### src/rtl/tiny_world_pkg.sv
// Shared island geometry and scheduler state encoding for the tiny-world video/game blocks.
package tiny_world_pkg;

  localparam int LEFT_EDGE     = 128;
  localparam int RIGHT_EDGE    = 896;
  localparam int TOP_EDGE      = 96;
  localparam int BOTTOM_EDGE   = 672;
  localparam int ISLAND_WIDTH  = 96;
  localparam int ISLAND_HEIGHT = 72;

  typedef enum logic [1:0] {
    ST_FREE  = 2'd0,
    ST_GUARD = 2'd1,
    ST_DISP  = 2'd2
  } sched_state_t;

  function automatic logic on_display_line(input logic [9:0] v);
    return (v >= 10'(TOP_EDGE)) && (v < 10'(BOTTOM_EDGE));
  endfunction

endpackage

### src/rtl/people_mem_sched_if.sv
// Update-engine request/grant and read-return bundle of the people BRAM scheduler.
interface people_mem_sched_if #(
  parameter int ADDR_W = 13,
  parameter int DATA_W = 30
);
  logic              upd_req;
  logic              upd_we;
  logic [ADDR_W-1:0] upd_addr;
  logic [DATA_W-1:0] upd_wdata;
  logic              upd_gnt;
  logic              upd_rvalid;
  logic [DATA_W-1:0] upd_rdata;

  modport master (
    output upd_req, upd_we, upd_addr, upd_wdata,
    input  upd_gnt, upd_rvalid, upd_rdata
  );

  modport slave (
    input  upd_req, upd_we, upd_addr, upd_wdata,
    output upd_gnt, upd_rvalid, upd_rdata
  );
endinterface

### src/rtl/people_mem_sched_rd_valid_pipe.sv
// Read-return tracker: carries a granted read's valid bit and out-of-range flag for LAT cycles.
module rd_valid_pipe #(
  parameter int LAT = 2
) (
  input  logic clk_in,
  input  logic rst_in,
  input  logic in_valid,
  input  logic in_oor,
  output logic out_valid,
  output logic out_oor
);

  logic [LAT-1:0] valid_r;
  logic [LAT-1:0] oor_r;

  always_ff @(posedge clk_in or negedge rst_in) begin
    if (!rst_in) begin
      valid_r <= '0;
      oor_r   <= '0;
    end else begin
      valid_r[0] <= in_valid;
      oor_r[0]   <= in_oor;
      for (int i = 1; i < LAT; i++) begin
        valid_r[i] <= valid_r[i-1];
        oor_r[i]   <= oor_r[i-1];
      end
    end
  end

  assign out_valid = valid_r[LAT-1];
  assign out_oor   = oor_r[LAT-1];

endmodule

### src/rtl/people_mem_sched.sv
// Time-shares the single-port people BRAM between the display path and the update engine.
// Optional stall statistics (upd_stall_max) are built when PEOPLE_SCHED_STATS_EN is defined.
module people_mem_sched
  import tiny_world_pkg::*;
#(
  parameter int ADDR_W   = 13,
  parameter int DATA_W   = 30,
  parameter int BRAM_LAT = 2,
  parameter int NCELLS   = 6912,
  parameter int GUARD    = 4
) (
  input  logic              clk_in,
  input  logic              rst_in,
  input  logic [10:0]       hcount,
  input  logic [9:0]        vcount,
  input  logic [ADDR_W-1:0] disp_addr,
  output logic [DATA_W-1:0] disp_data,
  people_mem_sched_if.slave upd,
  output logic [ADDR_W-1:0] bram_addr,
  output logic              bram_we,
  output logic [DATA_W-1:0] bram_din,
  input  logic [DATA_W-1:0] bram_dout
`ifdef PEOPLE_SCHED_STATS_EN
  ,
  output logic [10:0]       upd_stall_max
`endif
);

  localparam logic [10:0] H_GUARD = 11'(LEFT_EDGE - 2 * GUARD);
  localparam logic [10:0] H_DISP  = 11'(LEFT_EDGE - GUARD);
  localparam logic [10:0] H_END   = 11'(RIGHT_EDGE);

  sched_state_t state_r, state_s;
  logic         disp_line_s;
  logic         oor_s;
  logic         gnt_s;
  logic         rd_s;
  logic         pipe_valid_s;
  logic         pipe_oor_s;

  assign disp_line_s = on_display_line(vcount);
  assign oor_s       = (upd.upd_addr >= ADDR_W'(NCELLS));

  // Transitions take effect in the cycle their hcount is seen, so the FREE->GUARD cycle already refuses grants.
  always_comb begin
    state_s = ST_FREE;
    case (state_r)
      ST_FREE: begin
        if (disp_line_s && (hcount == H_GUARD)) state_s = ST_GUARD;
        else                                    state_s = ST_FREE;
      end
      ST_GUARD: begin
        if (!disp_line_s)            state_s = ST_FREE;
        else if (hcount == H_DISP)   state_s = ST_DISP;
        else                         state_s = ST_GUARD;
      end
      ST_DISP: begin
        if (!disp_line_s || (hcount == H_END)) state_s = ST_FREE;
        else                                   state_s = ST_DISP;
      end
      default: state_s = ST_FREE;
    endcase
  end

  always_ff @(posedge clk_in or negedge rst_in) begin
    if (!rst_in) state_r <= ST_FREE;
    else         state_r <= state_s;
  end

  always_comb begin
    gnt_s     = 1'b0;
    rd_s      = 1'b0;
    bram_addr = '0;
    bram_we   = 1'b0;
    bram_din  = '0;
    if (!rst_in) begin
      bram_addr = '0;
    end else if ((state_s == ST_FREE) && upd.upd_req) begin
      gnt_s     = 1'b1;
      rd_s      = !upd.upd_we;
      bram_addr = upd.upd_addr;
      bram_we   = upd.upd_we && !oor_s;
      bram_din  = upd.upd_wdata;
    end else begin
      bram_addr = disp_addr;
    end
  end

  rd_valid_pipe #(.LAT(BRAM_LAT)) u_rd_pipe (
    .clk_in    (clk_in),
    .rst_in    (rst_in),
    .in_valid  (rd_s),
    .in_oor    (oor_s),
    .out_valid (pipe_valid_s),
    .out_oor   (pipe_oor_s)
  );

  always_comb begin
    if (pipe_valid_s && !pipe_oor_s && rst_in) upd.upd_rdata = bram_dout;
    else                                       upd.upd_rdata = '0;
  end

  assign upd.upd_gnt    = gnt_s;
  assign upd.upd_rvalid = pipe_valid_s;
  assign disp_data      = bram_dout;

`ifdef PEOPLE_SCHED_STATS_EN
  logic [10:0] stall_run_r;
  logic [10:0] stall_max_r;
  logic [10:0] run_inc_s;

  assign run_inc_s = (stall_run_r == 11'h7FF) ? stall_run_r : stall_run_r + 11'd1;

  // Longest waiting run since the start of the current frame, saturating at the counter width.
  always_ff @(posedge clk_in or negedge rst_in) begin
    if (!rst_in) begin
      stall_run_r <= 11'd0;
      stall_max_r <= 11'd0;
    end else if ((vcount == 10'd0) && (hcount == 11'd0)) begin
      stall_run_r <= 11'd0;
      stall_max_r <= 11'd0;
    end else if (upd.upd_req && !gnt_s) begin
      stall_run_r <= run_inc_s;
      if (run_inc_s > stall_max_r) stall_max_r <= run_inc_s;
      else                         stall_max_r <= stall_max_r;
    end else begin
      stall_run_r <= 11'd0;
    end
  end

  assign upd_stall_max = stall_max_r;
`endif

endmodule

### src/flat_wrapper.sv
// flat-port wrapper written by rule: the top's interface ports become plain ports
module people_mem_sched_flat import tiny_world_pkg::*;
#(
  parameter int ADDR_W   = 13,
  parameter int DATA_W   = 30,
  parameter int BRAM_LAT = 2,
  parameter int NCELLS   = 6912,
  parameter int GUARD    = 4
)
  (clk_in, rst_in, hcount, vcount, disp_addr, disp_data, bram_addr, bram_we, bram_din, bram_dout, upd_upd_req, upd_upd_we, upd_upd_addr, upd_upd_wdata, upd_upd_gnt, upd_upd_rvalid, upd_upd_rdata);
  people_mem_sched_if #(.ADDR_W(ADDR_W), .DATA_W(DATA_W)) upd_i ();
  input  logic clk_in;
  input  logic rst_in;
  input  logic [10:0] hcount;
  input  logic [9:0] vcount;
  input  logic [ADDR_W-1:0] disp_addr;
  output logic [DATA_W-1:0] disp_data;
  output logic [ADDR_W-1:0] bram_addr;
  output logic bram_we;
  output logic [DATA_W-1:0] bram_din;
  input  logic [DATA_W-1:0] bram_dout;
  input wire logic [$bits(upd_i.upd_req)-1:0] upd_upd_req;
  input wire logic [$bits(upd_i.upd_we)-1:0] upd_upd_we;
  input wire logic [$bits(upd_i.upd_addr)-1:0] upd_upd_addr;
  input wire logic [$bits(upd_i.upd_wdata)-1:0] upd_upd_wdata;
  output wire logic [$bits(upd_i.upd_gnt)-1:0] upd_upd_gnt;
  output wire logic [$bits(upd_i.upd_rvalid)-1:0] upd_upd_rvalid;
  output wire logic [$bits(upd_i.upd_rdata)-1:0] upd_upd_rdata;
  assign upd_i.upd_req = upd_upd_req;
  assign upd_i.upd_we = upd_upd_we;
  assign upd_i.upd_addr = upd_upd_addr;
  assign upd_i.upd_wdata = upd_upd_wdata;
  assign upd_upd_gnt = upd_i.upd_gnt;
  assign upd_upd_rvalid = upd_i.upd_rvalid;
  assign upd_upd_rdata = upd_i.upd_rdata;
  people_mem_sched #(.ADDR_W(ADDR_W), .DATA_W(DATA_W), .BRAM_LAT(BRAM_LAT), .NCELLS(NCELLS), .GUARD(GUARD)) u_core (.clk_in(clk_in), .rst_in(rst_in), .hcount(hcount), .vcount(vcount), .disp_addr(disp_addr), .disp_data(disp_data), .upd(upd_i), .bram_addr(bram_addr), .bram_we(bram_we), .bram_din(bram_din), .bram_dout(bram_dout));
endmodule
### config.mk
export PLATFORM = sky130hd
export DESIGN_NAME = people_mem_sched_flat
export DESIGN_NICKNAME = d
export VERILOG_FILES = /design/src/rtl/tiny_world_pkg.sv /design/src/rtl/people_mem_sched_if.sv /design/src/rtl/people_mem_sched_rd_valid_pipe.sv /design/src/rtl/people_mem_sched.sv /design/src/flat_wrapper.sv
export SDC_FILE = /design/constraint.sdc
export NUM_CORES = 1
export LEC_CHECK = 0
export ABC_AREA = 1
export BUFFER_PORTS_ARGS = -buffer_cell sky130_fd_sc_hd__clkbuf_2
export CAP_MARGIN = 20
export CORE_AREA = 2 2 84 86
export CTS_BUF_LIST = sky130_fd_sc_hd__clkbuf_8
export DETAILED_ROUTE_END_ITERATION = 16
export DIE_AREA = 0 0 86 88
export PLACE_DENSITY = 0.74
export SLEW_MARGIN = 20
export SYNTH_ARGS = -nofsm -noshare
export SYNTH_HDL_FRONTEND = slang
export SYNTH_HIERARCHICAL = 1
export SYNTH_SLANG_ARGS = --single-unit
### constraint.sdc
create_clock -name clk_in -period 2.15 [get_ports clk_in]
set_input_delay 0.5375 -clock clk_in [delete_from_list [all_inputs] [get_ports clk_in]]
set_output_delay 0.5375 -clock clk_in [all_outputs]
set_load 0.005 [all_outputs]
-- Yosys cells after proc, flatten, opt, wreduce, memory -nomap -nowiden
Cells that the tools add are included.
- order comparisons: 3
- eq/ne operators: 5
- multiplexer cells: 16
- reduce and logical (&&, ||, !) cells: 13
- operator list (kind ; count):
    30-bit two-way mux ; 3
    13-bit two-way mux ; 2
    11-bit by 7-bit == test with 1-bit output, second input constant ; 2
    13-bit greater-or-equal comparator, second input constant ; 1
    11-bit by 10-bit == test with 1-bit output, second input constant ; 1
    10-bit by 7-bit greater-or-equal comparator with 1-bit output, second input constant ; 1
    10-bit less-than comparator, second input constant ; 1
    1-bit two-way mux ; 7
    1-bit logical AND ; 6
    2-bit two-way mux ; 3
    2-bit case mux with 3 select lines ; 1
    1-bit logical NOT ; 4
    2-bit logical NOT ; 2
    2-bit by 1-bit == test with 1-bit output, second input constant ; 1
    2-bit == test, second input constant ; 1
    1-bit logical OR ; 1
- flip-flop bits (word level): 6
- input port bits: 111
- output and inout bits: 106
- logic and storage cells: 40

-- Depth between registers and ports, before layout
Gate-level depths: netlist (run 1).
- depth after elaboration: 10
- depth in mapped cells: 12
- gate-level depth less buffers: 11

-- By module
Netlist (run 1), hierarchy kept.
- by module, submodules not included (module ; times used ; cells each ; area an instance (sq um) ; sequential area each (sq um)):
    people_mem_sched ; 1 ; 316 ; 1452.6 ; 50.0
    rd_valid_pipe ; 1 ; 4 ; 100.1 ; 100.1

-- Worst setup path after synthesis (run 1)
Ideal clock, no wire load.
- path kind: input-to-output
- from: input port hcount[5]
- to: output port bram_addr[10]
- arrival: 1.529 ns
- required time: 1.612 ns
- setup slack: 0.083 ns
- stages: 11
- buffers on the path: 1
- cell sequence: or2_0 nor2_1 nand3_1 nand2_1 nand2_1 nand2_4 nand3_4 buf_6 nand2_1 inv_2 nor2_1
- longest elaborated chain between the ends: 8
- elaborated cells on any way between the ends: 14
- classes of those cells: eq/ne (3); mux (7); reduce/logical (4)
- RTL lines (element ; RTL line ; source):
    start: declaration ; flat_wrapper.sv:14 ; input logic [10:0] hcount;
    11-bit by 7-bit == test with 1-bit output (tied with other cells) ; people_mem_sched.sv:54 ; else if (hcount == H_DISP) state_s = ST_DISP;
    2-bit two-way mux (tied with other cells) ; people_mem_sched.sv:54 ;
    2-bit two-way mux (tied with other cells) ; people_mem_sched.sv:53 ; if (!disp_line_s) state_s = ST_FREE;
    2-bit case mux with 3 select lines * ; people_mem_sched.sv:47 ; case (state_r)
    2-bit logical NOT * ; people_mem_sched.sv:78 ; end else if ((state_s == ST_FREE) && upd.upd_req) begin
    1-bit logical AND * ; people_mem_sched.sv:78 ;
    13-bit two-way mux * ; people_mem_sched.sv:78 ;
    13-bit two-way mux * ; people_mem_sched.sv:76 ; if (!rst_in) begin
    end: declaration ; flat_wrapper.sv:18 ; output logic [ADDR_W-1:0] bram_addr;
Every way passes the cells marked *; elsewhere a longest branch is shown, timed or not.

-- Worst setup path in the final report (run 1)
- from: input port hcount[5]
- to: output port bram_din[10]
- longest elaborated chain between the ends: 8
- elaborated cells on any way between the ends: 14
- classes of those cells: eq/ne (3); mux (7); reduce/logical (4)
- RTL lines (element ; RTL line ; source):
    11-bit by 7-bit == test with 1-bit output (tied with other cells) ; people_mem_sched.sv:54 ;
    2-bit two-way mux (tied with other cells) ; people_mem_sched.sv:54 ;
    2-bit two-way mux (tied with other cells) ; people_mem_sched.sv:53 ;
    2-bit case mux with 3 select lines * ; people_mem_sched.sv:47 ;
    2-bit logical NOT * ; people_mem_sched.sv:78 ;
    1-bit logical AND * ; people_mem_sched.sv:78 ;
    30-bit two-way mux * ; people_mem_sched.sv:78 ;
    30-bit two-way mux * ; people_mem_sched.sv:76 ;
    end: declaration ; flat_wrapper.sv:20 ; output logic [DATA_W-1:0] bram_din;
Marks and branches as above.

==> results of run 1 <==
[cell usage after synthesis]
| cell type | number | area share |
|---|---|---|
| nand4_1 | 13 | 0.052 |
| a21oi_1 | 1 | 0.0032 |
| o21bai_1 | 1 | 0.0048 |
| clkbuf_1 | 5 | 0.012 |
| nand2_4 | 1 | 0.0073 |
| inv_2 | 2 | 0.0048 |
| a21oi_2 | 1 | 0.0056 |
| nand2_2 | 1 | 0.0040 |
| inv_1 | 110 | 0.27 |
| nand3_4 | 1 | 0.011 |
| nor3_1 | 1 | 0.0032 |
| buf_6 | 1 | 0.0073 |
| nand3_1 | 6 | 0.019 |
| nor2_1 | 90 | 0.22 |
| buf_4 | 30 | 0.15 |
| dfrtp_1 | 6 | 0.097 |
| or2_0 | 1 | 0.0040 |
| nand2_1 | 41 | 0.099 |
| o21ai_0 | 2 | 0.0064 |
| nand4_4 | 1 | 0.014 |
| buf_2 | 5 | 0.016 |
[what timing repair did]
item,in CTS,in global routing
setup endpoints to repair,45,45
resized for setup,5,38
gates cloned,1,1
pin swaps,11,14
[stage by stage]
| step | hold WS (ns) | utilization |
|---|---|---|
| after detailed placement | 0.337 | 0.382 |
| final | 0.342 | 0.405 |
| after global routing | 0.352 | 0.405 |
| after floorplan | 0.242 | - |
| after CTS | 0.345 | 0.392 |
| after global placement | 0.332 | 0.382 |
[worst max-delay path: cells and delay by family]
kind / cells / cell delay (ns)
simple gates: 8 / 0.84
buf+inv: 3 / 0.40
[power by group]
group	switching, mW	internal, mW
clock network	0.0388	0.119
registers	0.000969	0.117
logic	0.175	0.179
[per-layer routing]
| metal | wire [um] | vias up | part of all wire |
|---|---|---|---|
| met5 | 0 | - | 0 |
| met3 | 483 | 4 | 0.089 |
| met4 | 46 | 0 | 0.0085 |
| li1 | - | 1229 | - |
| met2 | 2800 | 129 | 0.52 |
| met1 | 2080 | 970 | 0.38 |
[kinds of logic after synthesis]
| group | Yosys count | synth area share |
|---|---|---|
| AND/OR/NAND/NOR | 156 | 0.432 |
| AO/OA/AOI/OAI | 5 | 0.0201 |
| flip-flops | 6 | 0.0967 |
| buffers and inverters | 153 | 0.451 |
[sequential cells by signal (all words and copies together), names as in the netlist]
name,flops
u_core/state_r,2
u_core/u_rd_pipe/oor_r,2
u_core/u_rd_pipe/valid_r,2
[worst min-delay path by stage]
stage,startpoint,to,slack (ns),cells past startpoint
2_1_floorplan,rst_in,u_core/state_r[0],0.24,0
3_3_place_gp,u_core/u_rd_pipe/oor_r[0],u_core/u_rd_pipe/oor_r[1],0.33,0
3_5_place_dp,u_core/u_rd_pipe/oor_r[0],u_core/u_rd_pipe/oor_r[1],0.34,0
4_1_cts,u_core/u_rd_pipe/oor_r[0],u_core/u_rd_pipe/oor_r[1],0.34,0
5_1_grt,u_core/u_rd_pipe/valid_r[0],u_core/u_rd_pipe/valid_r[1],0.35,0
6_report,u_core/u_rd_pipe/oor_r[0],u_core/u_rd_pipe/oor_r[1],0.34,0
[cell type report]
cell class,instances,area [sq um]
sequential,6,150
clock buffer,3,41.3
multi-input combinational,162,777
inverter,112,420
fill,713,3950
timing repair buffer,222,1200
tap,80,100
==> flow_summary.ini, run 1 <==
[layout]
layout-drive-gt1-share = 0.511
final_cell_mix = clkbuf_2 (200), inv_1 (106), nor2_1 (81)
syn_to_final_growth_pct = 73.3
final_area_sq_um = 2690
nets = 618
final_common_cell = clkbuf_2
final_cell_count_no_fill = 585
n_antenna_cell = 0

[worst_setup_path]
critPathMaxStageDelay_ns = 0.21
cp-start-kind = primary input
crit_top_cell = nor2_1
cp_max_fo = 33
cp_slowest_cell = or2_0
reg2reg_to = u_core/u_rd_pipe/valid_r[0]
rrSetupSlack_ns = 0.74
reg2reg_from = u_core/state_r[1]
crit_type = primary input to output port
required_ns = 1.61
cp_cell_sequence = buf_6 > or2_0 > nor2_1 > nand3_1 > nand2_1 > nand2_2 > nand2_4 > nand4_4 > buf_12 > nor2_1 > clkbuf_2
cp-end-kind = output port
worstPathArrival_ns = 1.80
startpoint = hcount[5]
r2r_cells = 9
endpoint = bram_din[10]

[timing]
fin_setup_tns_ns = -7.43
worstMarginPinSlew_ns = 0.261
finalHoldViolCount = 0
slew_headroom = 0.826
period_share = 1.09
drv_slew = 0
rsz0062_at_grt = true
clock_skew_ns = 0.0000769
finalCriticalPeriod_ns = 2.34
setup_violations = 45
max_freq_mhz = 427
worst_slack_ns = -0.189

[clocking]
clock_latency_ns = 0.21
clockBufferDepth = 2
cts_hold_buf = 0
cts_setup_buffers = 0
cts_tree = yes
cts_root_buf = clkbuf_8
numCtsBuffers = 3
cts_sinks = 6
clkTransAtPathRegs_ns = 0.03
cts_max_level = 1

[global_route]
grtUsageMet1 = 0.142
grt_pass1_wl_um = 7470
antenna_found_initial = 0
grt_overflow_total = 0
gr-usage-met3 = 0.00566
grt_max_degree = 34
grt_use_total = 0.117
grt_pass1_vias = 1847
use_met2 = 0.229
grt_busiest_layer = met2

[placement]
gp_congestion = 0.745
placed_cell_area_sq_um = 2540
io_buffers = 211
dp_slack_ns = -0.206
dpl.hpwl_um = 4630
numPlacedInstances = 580

[pwr]
powerDensity_nw_per_um2 = 234
report.power.total_mw = 0.630
power_leakage_nw = 2.08
ir_drop_mv = 0.174

[synth]
ys_seq_area_frac = 0.0967
ys_warn_count = 6
post_synth.cell_area_avg_sq_um = 4.85
syn_nets = 431
synth_seq_cells = 6
postSynthCellCount = 320
ys_types = 21
syn_area_sq_um = 1550

[floorplan]
die_x_um = 86
fp-row-count = 30
die_h_um = 88
dieArea_sq_um = 7570
core_sq_um = 6640
io_pins = 217
start_util = 0.234

[job]
drv_cap = 0

[detailed_routing]
ant_nets = 0
vias = 2332
drt_pass1_iterations = 4
wire_per_inst_um = 9.25
drt_wl_total_um = 5410
drc = 0
viasPerCell = 3.99
drtIter0Drc = 63

[run_status]
status = complete, but fails checks
violations = negative setup slack

[min_path]
worstHoldPathType = register to register
Note: power is estimated with default switching activity, not from simulation.
==> run 2, diff against run 1 <==
- CORE_AREA: 2 2 84 86 -> 2 2 83 85
- DIE_AREA: 0 0 86 88 -> 0 0 85 87
- MAX_ROUTING_LAYER: not set -> met4
- PLACE_DENSITY: 0.74 -> 0.78
- clock period: 2.15 -> 1.9 ns (I/O delays scaled with it)
==> run 2 against run 1 <==
The flow still finishes with violations (negative setup slack). Global-route usage up 1.9 points. Total power up 18%. First-iteration DRC count up 54%. Register-to-register slack worse by 0.25 ns. Routed wire length up 6.7%. Flip-flop and latch count unchanged. Cell area up 4.6%. Combinational power up 21%. Critical endpoint is now bram_din[8].
==> flow_summary.ini, run 2 (synthesis results as in run 1) <==
[clocking]
numCtsBuffers = 3
clock_latency_ns = 0.22
clkTransAtPathRegs_ns = 0.04
cts_root_buf = clkbuf_8
cts_tree = yes
cts_max_level = 1
cts_hold_buf = 0
cts_sinks = 6
clockBufferDepth = 2

[timing]
finalHoldViolCount = 0
worstMarginPinSlew_ns = 0.298
rsz0062_at_grt = true
setup_violations = 45
slew_headroom = 0.801
hold_slack_ns = 0.0811
period_share = 1.17
clock_skew_ns = 0.00199
drv_slew = 0
finalCriticalPeriod_ns = 2.21
worst_slack_ns = -0.315
max_freq_mhz = 451
fin_setup_tns_ns = -12.82

[layout]
final_area_sq_um = 2810
layout-drive-gt1-share = 0.535
top_regs = u_core/state_r x2, u_core/u_rd_pipe/oor_r x2, u_core/u_rd_pipe/valid_r x2
final_common_cell = clkbuf_2
n_antenna_cell = 0
final_cell_mix = clkbuf_2 (195), inv_1 (103), nor2_1 (78)
nets = 625
final_cell_count_no_fill = 592
finish.utilization = 0.428
syn_to_final_growth_pct = 81.2

[detailed_routing]
drc = 0
viasPerCell = 4.12
wire_per_inst_um = 9.75
ant_nets = 0
drt_wl_total_um = 5770
drt_pass1_iterations = 7
vias = 2439
drtIter0Drc = 97

[placement]
placed_cell_area_sq_um = 2530
dpl.hpwl_um = 4810
gp_congestion = 0.816
numPlacedInstances = 579
io_buffers = 211

[floorplan]
core_sq_um = 6570
die_x_um = 85
start_util = 0.236
die_h_um = 87
dieArea_sq_um = 7400
io_pins = 217
fp-row-count = 30

[min_path]
worstHoldPathType = primary input to asynchronous set/reset pin

[worst_setup_path]
cp_max_fo = 33
worstPathArrival_ns = 1.74
crit_type = primary input to output port
cp-start-kind = primary input
cp-end-kind = output port
reg2reg_from = u_core/state_r[1]
r2r_cells = 9
required_ns = 1.42
rrSetupSlack_ns = 0.49
reg2reg_to = u_core/u_rd_pipe/valid_r[0]

[global_route]
grt_overflow_total = 0
grt_use_total = 0.136
antenna_found_initial = 0
grt_max_degree = 34
grt_pass1_wl_um = 8250
grt_pass1_vias = 2022

[pwr]
switchingPower_mw = 0.262
p_seq_frac = 0.179
ir_drop_mv = 0.249
clkPwrFrac = 0.249
power_leakage_nw = 2.11
internal-power_mw = 0.484
p_sw_frac = 0.351
combPwrFrac = 0.572
powerDensity_nw_per_um2 = 265

[job]
drv_cap = 0

[run_status]
status = complete, but fails checks
violations = negative setup slack
-- run 2: critical path, stage by stage --
cell      delay (ns)
buf_8           0.09
or2_0           0.21
nor2_1          0.10
nand3_1         0.10
nand2_2         0.09
nand2_4         0.07
nand2_8         0.10
nand4_4         0.09
buf_12          0.18
nor2_1          0.10
clkbuf_2        0.13
-- run 2: what timing repair did --
| action | CTS | global route |
|---|---|---|
| cloned | 2 | 0 |
| endpoints found under the setup margin | 45 | 45 |
| gates resized for setup | 12 | 50 |
| endpoints found under the hold margin | 0 | 0 |
| pin swaps | 7 | 25 |
| setup buffers | 7 | 1 |
-- run 2: final cells by class --
| class | instances | area [sq um] |
|---|---|---|
| Multi-Input combinational cell | 163 | 848 |
| Timing Repair Buffer | 228 | 1250 |
| Inverter | 112 | 420 |
| Fill cell | 692 | 3750 |
| Clock buffer | 3 | 41.3 |
| Sequential cell | 6 | 150 |
| Tap cell | 80 | 100 |
-- run 2: how the worst max path moves through the flow --
stage,startpoint,endpoint,slack (ns),cells after the start
2_1_floorplan,hcount[5],bram_addr[10],-0.02,11
3_3_place_gp,hcount[0],bram_addr[2],-0.42,13
3_5_place_dp,hcount[10],bram_addr[0],-0.46,12
4_1_cts,hcount[5],bram_addr[12],-0.32,12
5_1_grt,vcount[9],bram_din[20],-0.42,11
6_report,hcount[5],bram_din[8],-0.31,11
-- run 2: metal layers --
| metal | up-vias | global-route usage | wire, um |
|---|---|---|---|
| met4 | 0 | 0.0447 | 142 |
| met1 | 1034 | 0.142 | 2050 |
| met3 | 17 | 0.0104 | 487 |
| li1 | 1247 | - | - |
| met2 | 141 | 0.266 | 3100 |
| met5 | - | - | 0 |
-- run 2: per-stage QoR --
stage	power, mW	setup slack, ns
CTS	0.735	-0.320
finish	0.747	-0.315
detailed placement	0.525	-0.462
global placement	0.517	-0.421
floorplan	0.332	-0.0239
global route	0.813	-0.421
-- run 2: power by group through the flow --
stage                     Combinational [mW]  Clock (mW)  Sequential, mW
after floorplan                        0.197           0           0.135
after global placement                 0.382           0           0.135
after detailed placement               0.390           0           0.135
after CTS                              0.409       0.193           0.133
after global routing                   0.477       0.202           0.134
final                                  0.427       0.186           0.133
==> run 3, diff against run 2 <==
- CORE_AREA: 2 2 83 85 -> 2 2 85 87
- DIE_AREA: 0 0 85 87 -> 0 0 87 89
- PLACE_DENSITY: 0.78 -> 0.74
- SYNTH_HIERARCHICAL: 1 -> not set
- clock period: 1.9 -> 2.2 ns (I/O delays scaled with it)
==> run 3 against run 2 <==
The run still ends with negative setup slack left. Non-clock buffer count increased by 12. Area after synthesis increased by 2.0%. Flip-flop and latch count unchanged. Global-route usage increased by 1.4 points. Clock power decreased by 9%. Final cell count increased by 0.34%. Total power increased by 0.33%. Count of clock-buffer cells in the layout unchanged.
==> flow_summary.ini, run 3 <==
[run_status]
status = complete, but fails checks
violations = negative setup slack

[pwr]
internal-power_mw = 0.468
clkPwrFrac = 0.226
powerDensity_nw_per_um2 = 229
ir_drop_mv = 0.153
p_sw_frac = 0.375
power_leakage_nw = 2.12
p_seq_frac = 0.154
report.power.total_mw = 0.749
combPwrFrac = 0.620
switchingPower_mw = 0.281

[clocking]
numCtsBuffers = 3
clkTransAtPathRegs_ns = 0.04
cts_tree = yes
clockBufferDepth = 2
cts_root_buf = clkbuf_8
cts_sinks = 6
cts_max_level = 1
clock_latency_ns = 0.22

[layout]
final_common_cell = clkbuf_2
n_antenna_cell = 0
nets = 627
top_regs = u_core.state_r x2, u_core.u_rd_pipe.oor_r x2, u_core.u_rd_pipe.valid_r x2
syn_to_final_growth_pct = 107
final_area_sq_um = 3270
final_cell_count_no_fill = 594
layout-drive-gt1-share = 0.619
final_cell_mix = clkbuf_2 (181), inv_1 (82), nor2_1 (58)
finish.utilization = 0.487

[detailed_routing]
vias = 2517
drt_pass1_iterations = 4
drt_wl_total_um = 6990
ant_nets = 0
drc = 0
drtIter0Drc = 40
wire_per_inst_um = 11.8
viasPerCell = 4.24

[placement]
dp_slack_ns = -0.518
dpl.hpwl_um = 5410
io_buffers = 211
numPlacedInstances = 577
gp_congestion = 0.854
placed_cell_area_sq_um = 2600

[timing]
max_freq_mhz = 388
drv_slew = 0
worstMarginPinSlew_ns = 0.355
setup_violations = 45
finalHoldViolCount = 0
clock_skew_ns = 0.00521
worst_slack_ns = -0.377
finalCriticalPeriod_ns = 2.58
slew_headroom = 0.761
fin_setup_tns_ns = -15.03
hold_slack_ns = 0.154
period_share = 1.17
rsz0062_at_grt = true

[worst_setup_path]
worstPathArrival_ns = 2.03
cp-start-kind = primary input
critical-path-top-delay-family = simple AND/OR/NAND/NOR gates
cp_max_fo = 6
crit_buf_inv = 6
crit_type = primary input to output port
critPathMaxStageDelay_ns = 0.15
crit_top_cell = nor2_4
cp_slowest_cell = buf_12
required_ns = 1.65
cp-end-kind = output port
cp_cell_sequence = clkbuf_2 > nor2_4 > nor2_2 > nand2_2 > nand3_2 > nor2_4 > buf_4 > inv_2 > nand2_4 > nor2_4 > nand2_4 > buf_12 > buf_16 > nor2_4 > clkbuf_2

[global_route]
grt_pass1_wl_um = 9140
grt_pass1_vias = 2198
grt_use_total = 0.150
grt_overflow_total = 0
antenna_found_initial = 0
grt_max_degree = 31

[floorplan]
die_h_um = 89
fp-row-count = 30
io_pins = 217
start_util = 0.236
die_x_um = 87
dieArea_sq_um = 7740
core_sq_um = 6720

[synth]
ys_warn_count = 0
synthArstFlopShare = 1.00
postSynthCellCount = 312
ys_seq_area_frac = 0.0948
syn_nets = 423
syn_area_sq_um = 1580
ys.flop_type = dfrtp_1
synth_seq_cells = 6
synth_top_cell_by_area = inv_1
ys_types = 17
yosys-top-cells-area = inv_1 (21%), nor2_1 (19%), buf_4 (15%)
synthMostInstantiatedCell = inv_1
synth_common_cells = inv_1 (89), nor2_1 (82), nand2_1 (33)
synth_top_area_frac = 0.211
synth_edf_count = 0
post_synth.cell_area_avg_sq_um = 5.08

[job]
drv_cap = 0

[min_path]
worstHoldPathType = primary input to asynchronous set/reset pin
-- run 3: cell count changes in the layout (fill, tap and decap cells not counted), sizes merged, moves of 2 or more --
cell,previous run,this run
a21oi,2,0
buf,33,56
nand2,44,37
inv,112,91
nor2,90,112
clkbuf,198,187
-- run 3: what timing repair did --
action	CTS	global route
hold buffers	0	0
buffers inserted	8	4
resized for setup	44	97
setup endpoints to repair	45	45
gates cloned	2	2
pin swaps	7	34
-- run 3: worst paths after layout --
| kind | start | end | slack, ns | depth (start not counted) |
|---|---|---|---|---|
| worst max-delay path | vcount[8] | bram_din[24] | -0.38 | 15 |
| worst min-delay path | rst_in | u_core.state_r[0] | 0.15 | 1 |
| worst max register to register | u_core.state_r[1] | u_core.u_rd_pipe.valid_r[0] | 0.75 | 10 |
| worst min register to register | u_core.u_rd_pipe.oor_r[0] | u_core.u_rd_pipe.oor_r[1] | 0.34 | 0 |
| max in group asynchronous | rst_in | u_core.u_rd_pipe.oor_r[0] | 1.62 | 2 |
| min in group clk_in | u_core.u_rd_pipe.oor_r[0] | u_core.u_rd_pipe.oor_r[1] | 0.34 | 0 |
-- run 3: power by group through the flow --
stage | Clock, mW | Sequential, mW | Combinational [mW]
2_1_floorplan | 0 | 0.116 | 0.177
3_3_place_gp | 0 | 0.116 | 0.350
3_5_place_dp | 0 | 0.117 | 0.356
4_1_cts | 0.173 | 0.115 | 0.409
5_1_grt | 0.180 | 0.116 | 0.508
6_report | 0.169 | 0.115 | 0.464
-- run 3: logic make-up (layout without fill, tap and decap cells) --
| logic type | Yosys count | count (layout) | share of synthesized area |
|---|---|---|---|
| buffers and inverters | 133 | 335 | 0.404 |
| AND/OR/NAND/NOR | 171 | 171 | 0.495 |
| AO/OA/AOI/OAI | 2 | 2 | 0.00632 |
| flip-flops | 6 | 6 | 0.0948 |
-- run 3: area by class of cell --
| class | count | area, sq um |
|---|---|---|
| clock buffer | 3 | 41.3 |
| fill | 675 | 3450 |
| inverter | 92 | 365 |
| multi-input combinational | 173 | 1100 |
| sequential | 6 | 150 |
| tap | 80 | 100 |
| timing repair buffer | 240 | 1520 |
-- run 3: metal layers --
| metal | global-route usage | share of wire | wire (um) | vias up |
|---|---|---|---|---|
| met5 | - | 0 | 0 | - |
| met4 | 0.0156 | 0.0017 | 12 | 0 |
| met3 | 0.0240 | 0.081 | 569 | 2 |
| met2 | 0.324 | 0.58 | 4080 | 143 |
| met1 | 0.138 | 0.33 | 2330 | 1113 |
| li1 | - | - | - | 1259 |
